==> src/rtl/stream_run_source.sv <==
// stream_run_source: opcode stream to registered network cycles (NOM/RUN) and stretched network clears.
// Define STREAM_RUN_SOURCE_ERR_EN to add a sticky err output for reserved opcodes and RUN 0.
module stream_run_source #(
   parameter int NUM_INP = 4,
   parameter int CHARGE_WIDTH = 8,
   parameter int RUN_WIDTH = 16,
   parameter int CLR_CYCLES = 2,
   localparam int OPC_WIDTH = 2,
   localparam int PAY_WIDTH = (NUM_INP * CHARGE_WIDTH > RUN_WIDTH) ? NUM_INP * CHARGE_WIDTH : RUN_WIDTH
) (
   input  logic                                          clk,
   input  logic                                          arstn,
   input  logic                                          src_valid,
   output logic                                          src_ready,
   input  logic [OPC_WIDTH+PAY_WIDTH-1:0]                src,
   input  logic                                          net_ready,
   output logic                                          net_valid,
   output logic                                          net_arstn,
   output logic signed [NUM_INP-1:0][CHARGE_WIDTH-1:0]   net_inp
`ifdef STREAM_RUN_SOURCE_ERR_EN
   ,
   output logic                                          err
`endif
);
   localparam int CCW = CLR_CYCLES > 1 ? $clog2(CLR_CYCLES) : 1;
   localparam logic [OPC_WIDTH-1:0] OP_NOM = 2'd0, OP_RUN = 2'd1, OP_CLR = 2'd2, OP_RES = 2'd3;
   typedef enum logic [1:0] {IDLE, RUN, CLR_WAIT, CLR} state_t;
   state_t state_q, state_d;
   logic valid_q, valid_d, nrst_q, nrst_d;
   logic [NUM_INP-1:0][CHARGE_WIDTH-1:0] inp_q, inp_d, chg;
   logic [RUN_WIDTH-1:0] cnt_q, cnt_d, run_n;
   logic [CCW-1:0] ccnt_q, ccnt_d;
   logic [OPC_WIDTH-1:0] opc;
   logic [PAY_WIDTH-1:0] pay;
   logic load_ok, xfer;
   assign {opc, pay} = src;
   assign run_n = pay[RUN_WIDTH-1:0];
   assign load_ok = !valid_q || net_ready;
   assign src_ready = (state_q == IDLE) && load_ok;
   assign xfer = src_valid && src_ready;
   assign net_valid = valid_q;
   assign net_arstn = nrst_q;
   assign net_inp = inp_q;
   // channel 0 sits in the payload MSBs
   always_comb
      for (int i = 0; i < NUM_INP; i++)
         chg[i] = pay[PAY_WIDTH-1-i*CHARGE_WIDTH -: CHARGE_WIDTH];
   always_comb begin
      state_d = state_q;
      valid_d = valid_q;
      inp_d = inp_q;
      cnt_d = cnt_q;
      ccnt_d = ccnt_q;
      nrst_d = 1'b1;
      case (state_q)
         IDLE: if (load_ok) begin
            valid_d = 1'b0;
            if (xfer && opc == OP_NOM) begin
               valid_d = 1'b1;
               inp_d = chg;
            end else if (xfer && opc == OP_RUN && run_n != '0) begin
               valid_d = 1'b1;
               inp_d = '0;
               cnt_d = run_n - 1'b1;
               state_d = run_n != 1 ? RUN : IDLE;
            end else if (xfer && opc == OP_CLR) begin
               state_d = CLR_WAIT;
            end
         end
         RUN: if (load_ok) begin
            valid_d = 1'b1;
            inp_d = '0;
            cnt_d = cnt_q - 1'b1;
            state_d = cnt_q == 1 ? IDLE : RUN;
         end
         CLR_WAIT: if (load_ok) begin
            valid_d = 1'b0;
            nrst_d = 1'b0;
            ccnt_d = CCW'(CLR_CYCLES - 1);
            state_d = CLR;
         end
         CLR: begin
            valid_d = 1'b0;
            nrst_d = ccnt_q == '0;
            ccnt_d = ccnt_q == '0 ? ccnt_q : ccnt_q - 1'b1;
            state_d = ccnt_q == '0 ? IDLE : CLR;
         end
         default: state_d = IDLE;
      endcase
   end
   always_ff @(posedge clk or negedge arstn)
      if (!arstn) begin
         state_q <= IDLE;
         valid_q <= 1'b0;
         inp_q <= '0;
         cnt_q <= '0;
         ccnt_q <= '0;
         nrst_q <= 1'b0;
      end else begin
         state_q <= state_d;
         valid_q <= valid_d;
         inp_q <= inp_d;
         cnt_q <= cnt_d;
         ccnt_q <= ccnt_d;
         nrst_q <= nrst_d;
      end
`ifdef STREAM_RUN_SOURCE_ERR_EN
   logic err_q, err_d;
   always_comb begin
      err_d = err_q;
      if (xfer && (opc == OP_RES || (opc == OP_RUN && run_n == '0)))
         err_d = 1'b1;
      else if (xfer && opc == OP_CLR)
         err_d = 1'b0;
   end
   always_ff @(posedge clk or negedge arstn)
      if (!arstn)
         err_q <= 1'b0;
      else
         err_q <= err_d;
   assign err = err_q;
`endif
endmodule

==> config.mk <==
export PLATFORM = sky130hd
export DESIGN_NAME = stream_run_source
export DESIGN_NICKNAME = d
export VERILOG_FILES = /design/src/rtl/stream_run_source.sv
export SDC_FILE = /design/constraint.sdc
export NUM_CORES = 1
export LEC_CHECK = 0
export BUFFER_PORTS_ARGS = -buffer_cell sky130_fd_sc_hd__buf_2
export CORE_ASPECT_RATIO = 0.75
export CORE_MARGIN = 2
export CORE_UTILIZATION = 53
export DETAILED_ROUTE_END_ITERATION = 10
export HOLD_SLACK_MARGIN = 0.15
export PLACE_DENSITY = 0.77
export SLEW_MARGIN = 40
export SYNTH_ARGS = -nofsm -noshare
export SYNTH_HDL_FRONTEND = slang
export SYNTH_SLANG_ARGS = --single-unit
==> constraint.sdc <==
create_clock -name clk -period 2.14 [get_ports clk]
set_input_delay 0 -clock clk [delete_from_list [all_inputs] [get_ports clk]]
set_output_delay 0 -clock clk [all_outputs]
set_load 0.02 [all_outputs]
==> results of run 1 <==
==> synth_stat cells, types with 3 or more instances <==
| cell | n | area share [%] |
|---|---|---|
| sky130_fd_sc_hd__a21oi_1 | 19 | 3.4 |
| sky130_fd_sc_hd__xnor2_1 | 5 | 1.6 |
| sky130_fd_sc_hd__nand3_1 | 10 | 1.8 |
| sky130_fd_sc_hd__nor3_1 | 5 | 0.89 |
| sky130_fd_sc_hd__a31oi_1 | 5 | 1.1 |
| sky130_fd_sc_hd__nand2_1 | 14 | 1.9 |
| sky130_fd_sc_hd__nor4_4 | 3 | 2.3 |
| sky130_fd_sc_hd__o22a_1 | 3 | 0.94 |
| sky130_fd_sc_hd__xor2_1 | 7 | 2.2 |
| sky130_fd_sc_hd__and3_1 | 4 | 0.89 |
| sky130_fd_sc_hd__nand2b_1 | 5 | 1.1 |
| sky130_fd_sc_hd__a22o_1 | 33 | 10 |
| sky130_fd_sc_hd__ha_1 | 5 | 2.2 |
| sky130_fd_sc_hd__clkbuf_1 | 8 | 1.1 |
| sky130_fd_sc_hd__and2_1 | 3 | 0.67 |
| sky130_fd_sc_hd__o21ai_0 | 6 | 1.1 |
| sky130_fd_sc_hd__buf_2 | 6 | 1.1 |
| sky130_fd_sc_hd__o21ai_1 | 9 | 1.6 |
| sky130_fd_sc_hd__nor2_1 | 22 | 2.9 |
| sky130_fd_sc_hd__nor4_1 | 4 | 0.89 |
| sky130_fd_sc_hd__dfrtp_1 | 53 | 47 |
| sky130_fd_sc_hd__inv_1 | 5 | 0.67 |
==> what timing repair did <==
item                                   CTS  global route
setup endpoints to repair                0             7
buffers inserted                         0             4
endpoints found under the hold margin   89             0
hold buffers                            35             0
gates resized for setup                  0             2
==> critical path: cells and delay by family, from the launching register on <==
family	cells	cell delay [ps]
flip-flops	1	460
AO/OA/AOI/OAI	3	390
AND/OR/NAND/NOR	3	1060
==> cell families after synthesis <==
family / share of synthesized area [%]
fa+ha+maj: 2.231
simple gates: 18.16
mux: 0.3570
compound gates: 24.99
buf+inv: 3.213
flops: 47.30
xor+xnor: 3.748
==> area by class of cell <==
class                           instances  area, um2
Clock buffer                            6      72.57
Clock inverter                          2      15.01
Fill cell                             359       1240
Inverter                                5      18.77
Multi-Input combinational cell        199       1390
Sequential cell                        53       1328
Tap cell                               72      90.09
Timing Repair Buffer                  121      828.3
==> placed cells by master, fill, tap and decap left out, drive strengths merged, types with 7 or more instances in the layout <==
cell         netlist  routed
a22o              33      33
dfrtp             53      53
dlygate4sd3        0      35
nor2              24      24
a21oi             19      19
nand2             14      14
buf                8      86
o21ai             16      16
nor4               7       7
nand3             10      10
xor2               7       7
==> registers in the layout, summed over array words and instances (netlist names) <==
| signal | flops |
|---|---|
| state_q | 2 |
| ccnt_q | 1 |
| cnt_q | 16 |
| net_arstn | 1 |
| net_inp | 32 |
| net_valid | 1 |
==> power breakdown <==
group / switching [mW] / internal, mW
registers: 0.328 / 1.37
logic: 1.11 / 0.825
clock network: 0.340 / 0.231
total: 1.78 / 2.43
==> path summary, 6_finish.rpt <==
path                        startpoint     endpoint  slack [ps]  cells past startpoint
min                            src[33]   state_q[1]         190                      4
min in group asynchronous        arstn   net_inp[7]         200                      2
max reg2reg                   cnt_q[9]   state_q[0]         110                      6
min reg2reg                net_inp[24]  net_inp[24]         500                      1
max in group asynchronous        arstn  net_inp[19]        1280                      3
max                           cnt_q[9]   state_q[0]         110                      6
==> layer usage <==
metal	wire length, um	track usage, %	vias to the layer above
met2	3582	43.94	105
met5	0	0	-
li1	-	-	1245
met1	3570	40.38	1267
met3	415	4.833	16
met4	167	8.654	0
==> impl_results.md, run 1 <==
* Type of origin of the critical path: flop
* Drt total wl at 7735 um
* Leakage power figure at about 1.8 nW
* Number of max-capacitance violations reported at 0
* Number of pins exceeding their max-slew limit in the final report at 0
* Type of the tightest min-delay check: input pin to flop
* Overall power at 4.212 mW
* Full die area at roughly 6000 um2
* Number of antenna violations at the first check in global routing at 0
* Vias in the first global route at between 2,000 and 2,500
* Utilization after layout at 75.11%
* Count of routing violations after the opening detailed-route iteration at 198
* Fraction of layout instances using a drive strength above 1 at 28.50%
* Overall overflow remaining after global route at 0
* Syn_area_per_cell at 10.27 um2
* Via Count at around 2,600
* Minimum clock period at 2027 ps
* Final worst-path setup slack at 113.0 ps
* Count of port buffers added during placement at 72
* Power density relative to cell area at 1125 nW/um2
* Maximum number of buffers from clock root to sink at 2
* Number of buffers created by CTS at 5
* Required time of the worst setup path at 2350 ps
* Clk pin slew, worst setup/hold paths at 100 ps
* Cell area after layout at roughly 3700 um2
* Relative slew slack at 66.51%
* Worst-path cell chain: or4_4 -> or3_4 -> nor2_2 -> a41oi_1 -> a31oi_1 -> a21oi_1
* IO Pins at 73
* Critical Path End Type: flop
* Total routing usage reported by global routing at 28.25%
* Post-synthesis net count at approximately 320
* WL per Instance at 16.89 um
* Slew at the pin with the worst max-slew slack at about 500 ps
* Hold_ws at 188.0 ps
* Fmax at 0.4933 GHz
* Netlist Area Pre-Place at roughly 2800 um2
* Worst-Skew Late Latency at ~310 ps
* Flip-flop and latch count after synthesis at 53
* Root cell of the clock tree: sky130_fd_sc_hd__clkbuf_8
* Commonest register cell after synthesis: sky130_fd_sc_hd__dfrtp_1
* Setup Total Neg Slack at 0 ps
* Signed area change from the synthesized netlist to the final layout at 33.47%
* Half-perimeter wire length after detailed placement at 5056 um
* Async set or reset register ratio after synthesis at 100.0%
* Final period utilization at 94.72%
* Number of enable-type register cells in the synthesized netlist at 0
* Routability congestion estimate at 0.8738
* Final hold violations at 0
* CTS sink cnt at 53
* # DRC at 0
* Run status: completed
* Dpl cells at 411
* Via-to-Cell Ratio at 5.749
* Maximum resistive drop on vdd at 0.0005895 V
* Critical path start-end classification: flop to flop
* Synth cell types at between 50 and 60
* H-tree depth at 2
* Yosys warning total at 0
* Number of instances in the synthesized netlist at approximately 270
* Maximum fanout encountered on the critical timing path at 7
* Number of nets in the final layout at about 430
* Seq/Total Area, Yosys at 47.30%
* Maximum number of pins on one net before global-route repair at 33
* Floorplan die width at 87.99 um
* Clk_skew at 9.799 ps
* Unrepaired setup endpoints after global routing: false
* DRT antenna net count at 0
* Data arrival time of the worst path at 2230 ps
* CP max stage cell: sky130_fd_sc_hd__or4_4
* Ant diodes at 0
* Global-route wire length before repair at 12,590 um
* Height of the die at 66.99 um
* Drt pass-1 iters at 4
* Count of non-filler cells in the finished layout at 458
* Endpoints failing setup at 0
* Number of rows in the core area at 22
* Starting density of the core at 56.28%
* Crit-path max cell delay at 560 ps
* Setup slack at placement at 137.5 ps
* Core Footprint at 4982 um2
* Clock tree from TritonCTS: built
* Cell area after placement at 3258 um2
No activity file was read; power rests on OpenSTA's default activity.
==> run 2: changes to the inputs <==
--- a/config.mk
+++ b/config.mk
@@ -9,6 +9,7 @@
 export CORE_ASPECT_RATIO = 0.75
 export CORE_MARGIN = 2
 export CORE_UTILIZATION = 53
+export CTS_BUF_LIST = sky130_fd_sc_hd__clkbuf_16
 export DETAILED_ROUTE_END_ITERATION = 10
 export HOLD_SLACK_MARGIN = 0.15
 export PLACE_DENSITY = 0.77
==> impl_results.md, run 2 (same netlist as run 1, synthesis figures left out) <==
* Ant diodes at 0
* Count of non-filler cells in the finished layout at 457
* Routability congestion estimate at 0.8738
* Worst-Skew Late Latency at 300 ps
* Maximum resistive drop on vdd at between 0.0006 and 0.0007 V
* # DRC at 0
* Global-route wire length before repair at 12,580 um
* Data arrival time of the worst path at 2210 ps
* Final hold violations at 0
* Max reg flops at 32
* Setup Total Neg Slack at 0 ps
* Via-to-Cell Ratio at 5.716
* Critical Path End Type: flop
* Root cell of the clock tree: sky130_fd_sc_hd__clkbuf_16
* Height of the die at 66.99 um
* Reg-to-reg slack, setup at approximately 120 ps
* Minimum clock period at 2023 ps
* H-tree depth at 2
* Signed area change from the synthesized netlist to the final layout at 35.21%
* Relative slew slack at 65.56%
* Half-perimeter wire length after detailed placement at 5056 um
* Slew at the pin with the worst max-slew slack at between 500 and 600 ps
* Total routing usage reported by global routing at around 28%
* Starting density of the core at a little under three fifths
* DRT antenna net count at 0
* Maximum fanout encountered on the critical timing path at 7
* Drt total wl at just under 8000 um
* Final period utilization at a little over nine tenths
* Count of routing violations after the opening detailed-route iteration at 179
* Clock tree from TritonCTS: built
* Dpl cells at between 400 and 500
* Leakage power figure at roughly 1.8 nW
* Worst flop-to-flop path endpoint: state_q[0]
* Cell area after layout at 3791 um2
* Type of the tightest min-delay check: input pin to flop
* Number of antenna violations at the first check in global routing at 0
* Fraction of layout instances using a drive strength above 1 at 28.31%
* Cell area after placement at 3258 um2
* Capturing instance or port of the critical path: state_q[0]
* Number of pins exceeding their max-slew limit in the final report at 0
* Clk_skew at between 8 and 9 ps
* Hold Crit Start: src[33]
* Unrepaired setup endpoints after global routing: false
* Most frequent cells in the layout: 72 x sky130_fd_sc_hd__buf_2, 52 x sky130_fd_sc_hd__dfrtp_1, 35 x sky130_fd_sc_hd__dlygate4sd3_1
* IO Pins at 73
* Count of port buffers added during placement at 72
* Power density relative to cell area at 1170 nW/um2
* Number of buffers created by CTS at 5
* Critical path start-end classification: flop to flop
* Full die area at 5894 um2
* Worst setup path startpoint: cnt_q[9]
* Overall overflow remaining after global route at 0
* Core Footprint at roughly 5000 um2
* Via Count at roughly 2,600
* Maximum number of buffers from clock root to sink at 2
* Hold_ws at ~210 ps
* Hold path depth at 4
* Required time of the worst setup path at 2320 ps
* Vias in the first global route at between 2,000 and 2,500
* Maximum number of pins on one net before global-route repair at 33
* Clk pin slew, worst setup/hold paths at 70 ps
* Endpoints failing setup at 0
* WL per Instance at 16.98 um
* Overall power at 4.436 mW
* Number of rows in the core area at 22
* Number of nets in the final layout at around 430
* Drt pass-1 iters at 4
* Cells on worst reg2reg path at 6
* Number of max-capacitance violations reported at 0
* Type of origin of the critical path: flop
* Floorplan die width at between 80 and 90 um
* Run status: completed
* Leading cell type in the layout, fill and taps excluded: sky130_fd_sc_hd__buf_2
* Beginning of the worst register-to-register path: cnt_q[9]
* CTS sink cnt at 53
* Fmax at 0.4943 GHz
-- run 2: cell types whose count changed in the layout (fill, tap and decap cells not counted), sizes merged --
| cell | delta |
|---|---|
| buf | -1 |
| clkbuf | -1 |
| inv | +1 |
-- run 2: worst min path at each step --
stage / end / slack [ps]
after floorplan: ccnt_q / -300
after global placement: net_inp[5] / -4
after detailed placement: net_inp[7] / -4
after CTS: state_q[1] / 200
after global routing: state_q[1] / 260
final: state_q[1] / 210
-- run 2: cell type report --
cell class	count	area, um2
well taps	72	90.09
clock buffers	5	125.1
clock inverters	3	18.77
repair buffers	120	820.8
flip-flops and latches	53	1328
inverters	5	18.77
multi-input cells	199	1390
fillers	348	1191
-- run 2: through the flow --
| stage | worst slack (ps) | util [%] |
|---|---|---|
| floorplan | 20.51 | - |
| global placement | 203.2 | 65.39 |
| detailed placement | 137.5 | 65.39 |
| CTS | 100.8 | 75.31 |
| global route | 8.209 | 76.09 |
| finish | 116.8 | 76.09 |
-- run 2: routing by layer --
layer  share of wire, %  global-route usage (%)  vias to the layer above
met1                 46                   39.94                     1253
li1                   -                       -                     1245
met2                 46                   43.94                       97
met5                  0                       0                        -
met4                1.9                   9.038                        0
met3                5.1                   5.452                       17
-- run 2: worst max-delay path: stages, from the launching register on --
cell	delay, ps
sky130_fd_sc_hd__dfrtp_2	450
sky130_fd_sc_hd__or4_4	560
sky130_fd_sc_hd__or3_4	370
sky130_fd_sc_hd__nor2_2	130
sky130_fd_sc_hd__a41oi_1	130
sky130_fd_sc_hd__a31oi_1	180
sky130_fd_sc_hd__a21oi_1	90
-- run 2: power by group --
group	total, mW	internal [mW]	switching, mW
Combinational	1.93	0.817	1.11
Sequential	1.70	1.38	0.328
Clock	0.803	0.430	0.373
-- run 2: timing repair --
action,CTS,global route
gates resized for setup,0,2
hold endpoints to repair,66,0
endpoints found under the setup margin,0,7
buffers inserted,0,3
hold buffers,35,0
